File: src/rtl/rc4_key_schedule.sv
// RC4 key-scheduling stage.
// Fills a 256-byte single-port S RAM with the identity permutation, then
// shuffles it under a 24-bit key (standard RC4 KSA). Each shuffle step
// takes eight cycles because the RAM has one read/write port and one
// cycle of read latency. The outputs are decoded from the state and the
// internal registers only, so no input reaches an output combinationally.

module rc4_key_schedule #(
   parameter int KEY_LENGTH = 3
) (
   input  logic        clock,
   input  logic        reset,
   input  logic        start,
   input  logic [23:0] key,
   input  logic [7:0]  s_q,
   output logic        finish,
   output logic        s_wren,
   output logic [7:0]  s_address,
   output logic [7:0]  s_data
);

   typedef enum logic [3:0] {
      IDLE   = 4'd0,
      FILL   = 4'd1,
      RD_I   = 4'd2,
      GET_SI = 4'd3,
      CALC_J = 4'd4,
      RD_J   = 4'd5,
      GET_SJ = 4'd6,
      WR_I   = 4'd7,
      WR_J   = 4'd8,
      NEXT   = 4'd9,
      DONE   = 4'd10
   } state_t;

   state_t      state;
   state_t      state_next;

   // i walks the fill and the shuffle; j is the running shuffle index.
   logic [7:0]  i;
   logic [7:0]  i_next;
   logic [7:0]  j;
   logic [7:0]  j_next;
   // si/sj hold S[i] and S[j] between the reads and the swap writes.
   logic [7:0]  si;
   logic [7:0]  si_next;
   logic [7:0]  sj;
   logic [7:0]  sj_next;
   // Key copy taken at start, so the caller may change key mid-run.
   logic [23:0] key_r;
   logic [23:0] key_next;

   // Byte of the key selected by (idx mod KEY_LENGTH); byte 0 is the MSB.
   function automatic logic [7:0] key_byte(input logic [23:0] k,
                                           input logic [7:0]  idx);
      logic [7:0] sel;
      sel = idx % 8'(KEY_LENGTH);
      case (sel)
         8'd0:    key_byte = k[23:16];
         8'd1:    key_byte = k[15:8];
         default: key_byte = k[7:0];
      endcase
   endfunction

   // State register.
   always_ff @(posedge clock) begin
      if (reset) begin
         state <= IDLE;
      end else begin
         state <= state_next;
      end
   end

   // Datapath registers; all cleared by reset.
   always_ff @(posedge clock) begin
      if (reset) begin
         i     <= 8'd0;
         j     <= 8'd0;
         si    <= 8'd0;
         sj    <= 8'd0;
         key_r <= 24'd0;
      end else begin
         i     <= i_next;
         j     <= j_next;
         si    <= si_next;
         sj    <= sj_next;
         key_r <= key_next;
      end
   end

   // Next-state and next-register logic.
   always_comb begin
      state_next = state;
      i_next     = i;
      j_next     = j;
      si_next    = si;
      sj_next    = sj;
      key_next   = key_r;

      case (state)
         IDLE: begin
            if (start) begin
               state_next = FILL;
               key_next   = key;
               i_next     = 8'd0;
               j_next     = 8'd0;
            end else begin
               state_next = IDLE;
            end
         end

         // One identity write per cycle; i wraps back to 0 after 255,
         // which is exactly where the shuffle wants to begin.
         FILL: begin
            i_next = i + 8'd1;
            if (i == 8'hFF) begin
               state_next = RD_I;
            end else begin
               state_next = FILL;
            end
         end

         RD_I: begin
            state_next = GET_SI;
         end

         // Read data for address i is valid now.
         GET_SI: begin
            si_next    = s_q;
            state_next = CALC_J;
         end

         // 8-bit wrapping sum, carry discarded.
         CALC_J: begin
            j_next     = j + si + key_byte(key_r, i);
            state_next = RD_J;
         end

         RD_J: begin
            state_next = GET_SJ;
         end

         GET_SJ: begin
            sj_next    = s_q;
            state_next = WR_I;
         end

         WR_I: begin
            state_next = WR_J;
         end

         // When i == j both writes target one address with one value.
         WR_J: begin
            state_next = NEXT;
         end

         NEXT: begin
            if (i == 8'hFF) begin
               state_next = DONE;
            end else begin
               i_next     = i + 8'd1;
               state_next = RD_I;
            end
         end

         DONE: begin
            state_next = IDLE;
         end

         default: begin
            state_next = IDLE;
         end
      endcase
   end

   // Output decode from state and registers.
   always_comb begin
      finish    = 1'b0;
      s_wren    = 1'b0;
      s_address = 8'd0;
      s_data    = 8'd0;

      case (state)
         IDLE: begin
            s_address = 8'd0;
         end

         FILL: begin
            s_address = i;
            s_data    = i;
            s_wren    = 1'b1;
         end

         RD_I, GET_SI: begin
            s_address = i;
         end

         CALC_J: begin
            s_address = i;
         end

         RD_J, GET_SJ: begin
            s_address = j;
         end

         WR_I: begin
            s_address = i;
            s_data    = sj;
            s_wren    = 1'b1;
         end

         WR_J: begin
            s_address = j;
            s_data    = si;
            s_wren    = 1'b1;
         end

         NEXT: begin
            s_address = i;
         end

         DONE: begin
            finish = 1'b1;
         end

         default: begin
            finish = 1'b0;
         end
      endcase
   end

endmodule

File: config.mk
export PLATFORM = sky130hd
export DESIGN_NAME = rc4_key_schedule
export DESIGN_NICKNAME = d
export VERILOG_FILES = /design/src/rtl/rc4_key_schedule.sv
export SDC_FILE = /design/constraint.sdc
export NUM_CORES = 1
export LEC_CHECK = 0
export CORE_MARGIN = 5
export CORE_UTILIZATION = 43
export DETAILED_ROUTE_END_ITERATION = 7
export PLACE_DENSITY = 0.65
export SKIP_CTS_REPAIR_TIMING = 1
export SYNTH_ARGS = -nofsm -noshare
export SYNTH_HDL_FRONTEND = slang
export SYNTH_SLANG_ARGS = --single-unit
File: constraint.sdc
create_clock -name clock -period 6.5 [get_ports clock]
set_input_delay 1.3 -clock clock [delete_from_list [all_inputs] [get_ports clock]]
set_output_delay 1.3 -clock clock [all_outputs]
set_load 0.02 [all_outputs]
==> results_dict.tcl, run 1 <==
set metrics [dict create \
    timing.hold.ws_ps 456 \
    seqPwrFrac 0.473 \
    num_antenna_cells 0 \
    power.density_mw_per_mm2 173 \
    worst_path_most_repeated_cell "xnor2_1" \
    switching_share 0.275 \
    postSynthCellCount 485 \
    cap_violations 0 \
    arrival_ps 6190 \
    p_comb_frac 0.145 \
    grt_max_degree 54 \
    cpLargestDelayFamily "compound AO/OA/AOI/OAI gates" \
    nNetsFinal 588 \
    finalNonFillerCells 647 \
    hold_violations 0 \
    synth_ff_type "dfxtp_1" \
    die_y_um 105 \
    maxSlewViolCount 0 \
    leakage_nw 1.88 \
    core-area_mm2 0.00876 \
    clk-insertion-delay-late_ps 340 \
    wl_per_cell_um 15.6 \
    cpMaxStageDelayCell "or4bb_1" \
    synth_fp_nets 539 \
    period_share 0.924 \
    cp_max_fo 9 \
    ys.warnings.count 0 \
    die_w_um 105 \
    fmax_mhz 167 \
    grtUsageTotal 0.186 \
    fin_tns_setup_ps 0 \
    cts-root-buf "clkbuf_8" \
    grt_pass1_wl_um 16700 \
    grt_pass1_vias 3375 \
    path_buf_inv 3 \
    cts_tree "built" \
    ios 53 \
    place.gp.congestion 0.828 \
    critPathKind "flip-flop to flip-flop" \
    switchingPower_mw 0.225 \
    drive_above_1_share 0.109 \
    antenna_found_initial 0 \
    drc_errors 0 \
    slew-limit-headroom 0.257 \
    pwr-share-clk 0.381 \
    routed_wl_um 10100 \
    drt-initial-drc-count 198 \
    cts.htree.levels 3 \
    critPathCaptureType "flip-flop" \
    async_flop_share 0 \
    synthToLayoutAreaGrowth_pct 21.7 \
    ir_drop_uv 100 \
    vias_per_cell 5.51 \
    fin_area_mm2 0.00474 \
    worstHoldPathType "flip-flop to flip-flop" \
    rsz0062_at_grt "no" \
    postRouteAntennaNets 0 \
    worstPathRequired_ps 6690 \
    clockBufferDepth 2 \
    post_dp_cell_area_mm2 0.00447 \
    synth-edff-count 0 \
    numCtsBuffers 9 \
    start_util 0.444 \
    dp.cells 623 \
    avgSynthCellArea_um2 8.03 \
    skew_ps 8.15 \
    critPathMaxStageDelay_ps 540 \
    run_status "completed" \
    yosys.cell_types.count 62 \
    layout_min_cycle_time_ps 6000 \
    vias 3563 \
    seq_area_frac_synth 0.308 \
    startpoint_type "flip-flop" \
    drt-pass1-iter-count 6 \
    numPortBuffers 52 \
    dp.final_hpwl_um 7570 \
    intPower_mw 0.594 \
    cts.sinks 60 \
    std_cell_rows 34 \
    ys_seq_elements 60 \
    finalSetupViolations 0 \
    clkTransAtPathRegs_ps 70 \
    worst_pin_slew_ps 1110 \
    synth_area_mm2 0.00389 \
    grt-ovfl-total 0 \
    die_area_mm2 0.0111 \
]
power groups by stage:
stage / Sequential (mW) / Clock [mW] / Combinational, mW
2_1_floorplan: 0.392 / 0 / 0.0732
3_3_place_gp: 0.396 / 0 / 0.111
3_5_place_dp: 0.396 / 0 / 0.112
4_1_cts: 0.388 / 0.320 / 0.113
5_1_grt: 0.389 / 0.336 / 0.130
6_report: 0.388 / 0.312 / 0.119
routing by layer:
metal  part of all wire  up-vias  GRT usage
li1                   -     1783          -
met4              0.017        0     0.0557
met3              0.068       16     0.0462
met2               0.46      122      0.299
met1               0.45     1642      0.246
met5                  0        -          0
per-stage QoR:
stage / setup WS [ps] / util / total power [mW]
finish: 495 / 0.541 / 0.819
global route: 32.6 / 0.541 / 0.856
CTS: 198 / 0.532 / 0.821
detailed placement: 217 / 0.510 / 0.509
global placement: 383 / 0.510 / 0.507
floorplan: 495 / - / 0.465
cell type report:
class                      count  area (um^2)
fill                         845         4020
multi-input combinational    368         2460
sequential                    60         1210
timing repair buffer          70          654
clock buffer                  11          151
tap                          108          135
inverter                      25         93.8
clock inverter                 5         36.3
cell usage in the layout, fill, tap and decap left out, types with 3 or more instances in the layout:
master and count:
nand2_1 85, dfxtp_1 57, clkdlybuf4s50_1 51, nor2_1 46
a21oi_1 46, mux2i_1 24, inv_1 22, buf_4 17
a22oi_1 15, xnor2_1 14, o21ai_0 11, clkbuf_8 11
ha_1 10, o22ai_1 9, nor3_1 9, xor2_1 8
a222oi_1 8, fa_1 8, nand2b_1 6, a21o_1 6
and3_1 4, inv_2 3, nor3b_1 3, o31ai_1 3
nor2b_1 3, a31oi_1 3, nand3_1 3, clkinvlp_4 3
synth_stat cells (all sizes together), types with 10 or more instances:
cell type / number / area share
a21oi: 48 / 0.062
a22oi: 15 / 0.029
buf: 12 / 0.019
clkbuf: 20 / 0.019
dfxtp: 60 / 0.31
ha: 11 / 0.035
inv: 25 / 0.024
mux2i: 25 / 0.067
nand2: 87 / 0.085
nor2: 47 / 0.046
nor3: 10 / 0.016
o21ai: 12 / 0.015
xnor2: 15 / 0.039
tightest hold or removal path: cells and delay by family, from the launching register on:
family | cells | cell delay, ps
AND/OR/NAND/NOR | 1 | 50
AO/OA/AOI/OAI | 1 | 50
flip-flops | 1 | 310
state kept, by name (all words and copies together) (netlist names):
register / count
si: 8
j: 8
key_r: 24
state: 4
sj: 8
i: 8
cells by family after synthesis:
group	count (synthesis)	synth area share
xor gates and xnor gates	23	0.0566
muxes	25	0.0675
adders and majority gates	19	0.0765
DFF	60	0.308
AOI/OAI and AO/OA	121	0.213
buffers and inverters	57	0.0620
and+or+nand+nor	180	0.216
final timing paths:
| path | start | endpoint | slack [ps] | cells past startpoint |
|---|---|---|---|---|
| setup / recovery | i[3] | j[7] | 500 | 30 |
| hold / removal | key_r[9] | key_r[9] | 460 | 2 |
| setup reg to reg | i[3] | j[7] | 500 | 30 |
| hold reg to reg | key_r[9] | key_r[9] | 460 | 2 |
(Power assumes the default switching activity.)
==> inputs of run 2 (changes only) <==
Settings changed: PLACE_DENSITY 0.65 to default, PLACE_DENSITY_LB_ADDON from default to 0.12.
==> run 2 against run 1 <==
Compared with the run above:
- hold slack better by 4.3 ps
- final cell count down 1.1%
- clock skew down 2.7 ps
- critical path type unchanged
- critical endpoint unchanged
- sequential power about the same
- largest power group is now clock
==> results_dict.tcl, run 2 (synthesis gave the netlist of run 1 again) <==
set metrics [dict create \
    critPathMaxStageDelay_ps 560 \
    cts.sinks 60 \
    switchingPower_mw 0.246 \
    grt_pass1_vias 3329 \
    busiest_layer "met2" \
    power.density_mw_per_mm2 189 \
    cp_max_fo 9 \
    cap_violations 0 \
    numPortBuffers 52 \
    hold_depth 2 \
    die_y_um 105 \
    switching_share 0.274 \
    drt-pass1-iter-count 6 \
    wl_per_cell_um 16.5 \
    worstPathRequired_ps 6700 \
    arrival_ps 6350 \
    std_cell_rows 34 \
    grt-ovfl-total 0 \
    grt.met2_usage 0.287 \
    numCtsBuffers 9 \
    grt_max_degree 54 \
    antenna_found_initial 0 \
    start_util 0.444 \
    vias 3551 \
    pwr-share-clk 0.436 \
    clkTransAtPathRegs_ps 80 \
    dp.final_hpwl_um 7730 \
    largest_reg_flops 24 \
    run_status "completed" \
    layout_commonest_cell "nand2_1" \
    seqPwrFrac 0.432 \
    p_comb_frac 0.132 \
    layout_common_cells "nand2_1, dfxtp_1, clkdlybuf4s50_1" \
    core-area_mm2 0.00876 \
    ios 53 \
    use_met1 0.256 \
    min-delay-start "key_r[9]" \
    cpMaxStageDelayCell "fa_1" \
    clk-insertion-delay-late_ps 350 \
    drt-initial-drc-count 181 \
    finalSetupViolations 0 \
    die_area_mm2 0.0111 \
    postRouteAntennaNets 0 \
    place.gp.congestion 0.904 \
    min_to "key_r[9]" \
    grt_util_met3 0.0314 \
    fmax_mhz 163 \
    ir_drop_uv 100 \
    grt_pass1_wl_um 16900 \
    critPathKind "flip-flop to flip-flop" \
    intPower_mw 0.651 \
    clockBufferDepth 2 \
    leakage_nw 1.88 \
    drc_errors 0 \
    ff2ff_setup_slack_ps 350 \
    skew_ps 5.46 \
    cts.htree.levels 3 \
    synthToLayoutAreaGrowth_pct 22.0 \
    power_mw 0.897 \
    vias_per_cell 5.55 \
    nNetsFinal 581 \
    layout_min_cycle_time_ps 6150 \
    slew-limit-headroom 0.212 \
    r2r_start "i[4]" \
    post_dp_cell_area_mm2 0.00446 \
    die_w_um 105 \
    startpoint_type "flip-flop" \
    cts-root-buf "clkbuf_8" \
    num_antenna_cells 0 \
    drive_above_1_share 0.105 \
    hold_violations 0 \
    grtUsageTotal 0.188 \
    rr_worst_depth 31 \
    cts_tree "built" \
    routed_wl_um 10600 \
    maxSlewViolCount 0 \
    worst_pin_slew_ps 1170 \
    worstHoldPathType "flip-flop to flip-flop" \
    critPathCaptureType "flip-flop" \
    r2r_end "j[7]" \
    period_share 0.947 \
    top_register "key_r" \
    fin_area_mm2 0.00475 \
]
[run 2: cell count changes in the layout (fill, tap and decap cells not counted), sizes merged]
cell / delta
buf: -7
bufinv: +2
clkbuf: -2
clkinv: -1
inv: +1
[run 2: worst max path at each step]
stage                     start   end  slack [ps]  depth (start not counted)
after floorplan            i[2]  j[7]         500                         34
after global placement     i[4]  j[7]         380                         33
after detailed placement   i[3]  j[7]         160                         32
after CTS                  i[3]  j[7]         120                         32
after global routing       i[4]  j[7]         -30                         31
final                      i[4]  j[7]         350                         31
[run 2: final cells by class]
class,instances,area (um^2)
timing repair buffer,63,598
inverter,25,93.8
clock buffer,9,124
clock inverter,7,100
fill,830,4010
sequential,60,1210
tap,108,135
multi-input combinational,368,2490
[run 2: stage by stage]
stage          utilization  hold slack (ps)  cells  setup WS, ps  setup TNS, ps
6_report             0.542              460    640           348              0
5_1_grt              0.542              477    640         -26.4          -26.4
4_1_cts              0.535              460    638           120              0
3_5_place_dp         0.509              451    622           155              0
3_3_place_gp         0.509              442    622           384              0
2_1_floorplan            -              436    485           495              0
[run 2: worst max-delay path: cells and delay by family, from the launching register on]
family / cells / cell delay [ps]
adders and majority gates: 4 / 1530
AOI/OAI and AO/OA: 10 / 1520
and+or+nand+nor: 9 / 1390
buffers and inverters: 5 / 630
xor gates and xnor gates: 3 / 530
DFF: 1 / 380
[run 2: power by group through the flow]
| stage | sequential, mW | combinational (mW) | clock [mW] |
|---|---|---|---|
| after floorplan | 0.392 | 0.0732 | 0 |
| after global placement | 0.396 | 0.113 | 0 |
| after detailed placement | 0.396 | 0.115 | 0 |
| after CTS | 0.388 | 0.115 | 0.399 |
| after global routing | 0.389 | 0.131 | 0.414 |
| final | 0.388 | 0.118 | 0.391 |
[run 2: routing by layer]
layer	vias up	share of wire	wire [um]
met5	-	0	0
met1	1649	0.47	4990
li1	1773	-	-
met3	21	0.049	520
met4	0	0.028	295
met2	108	0.45	4760
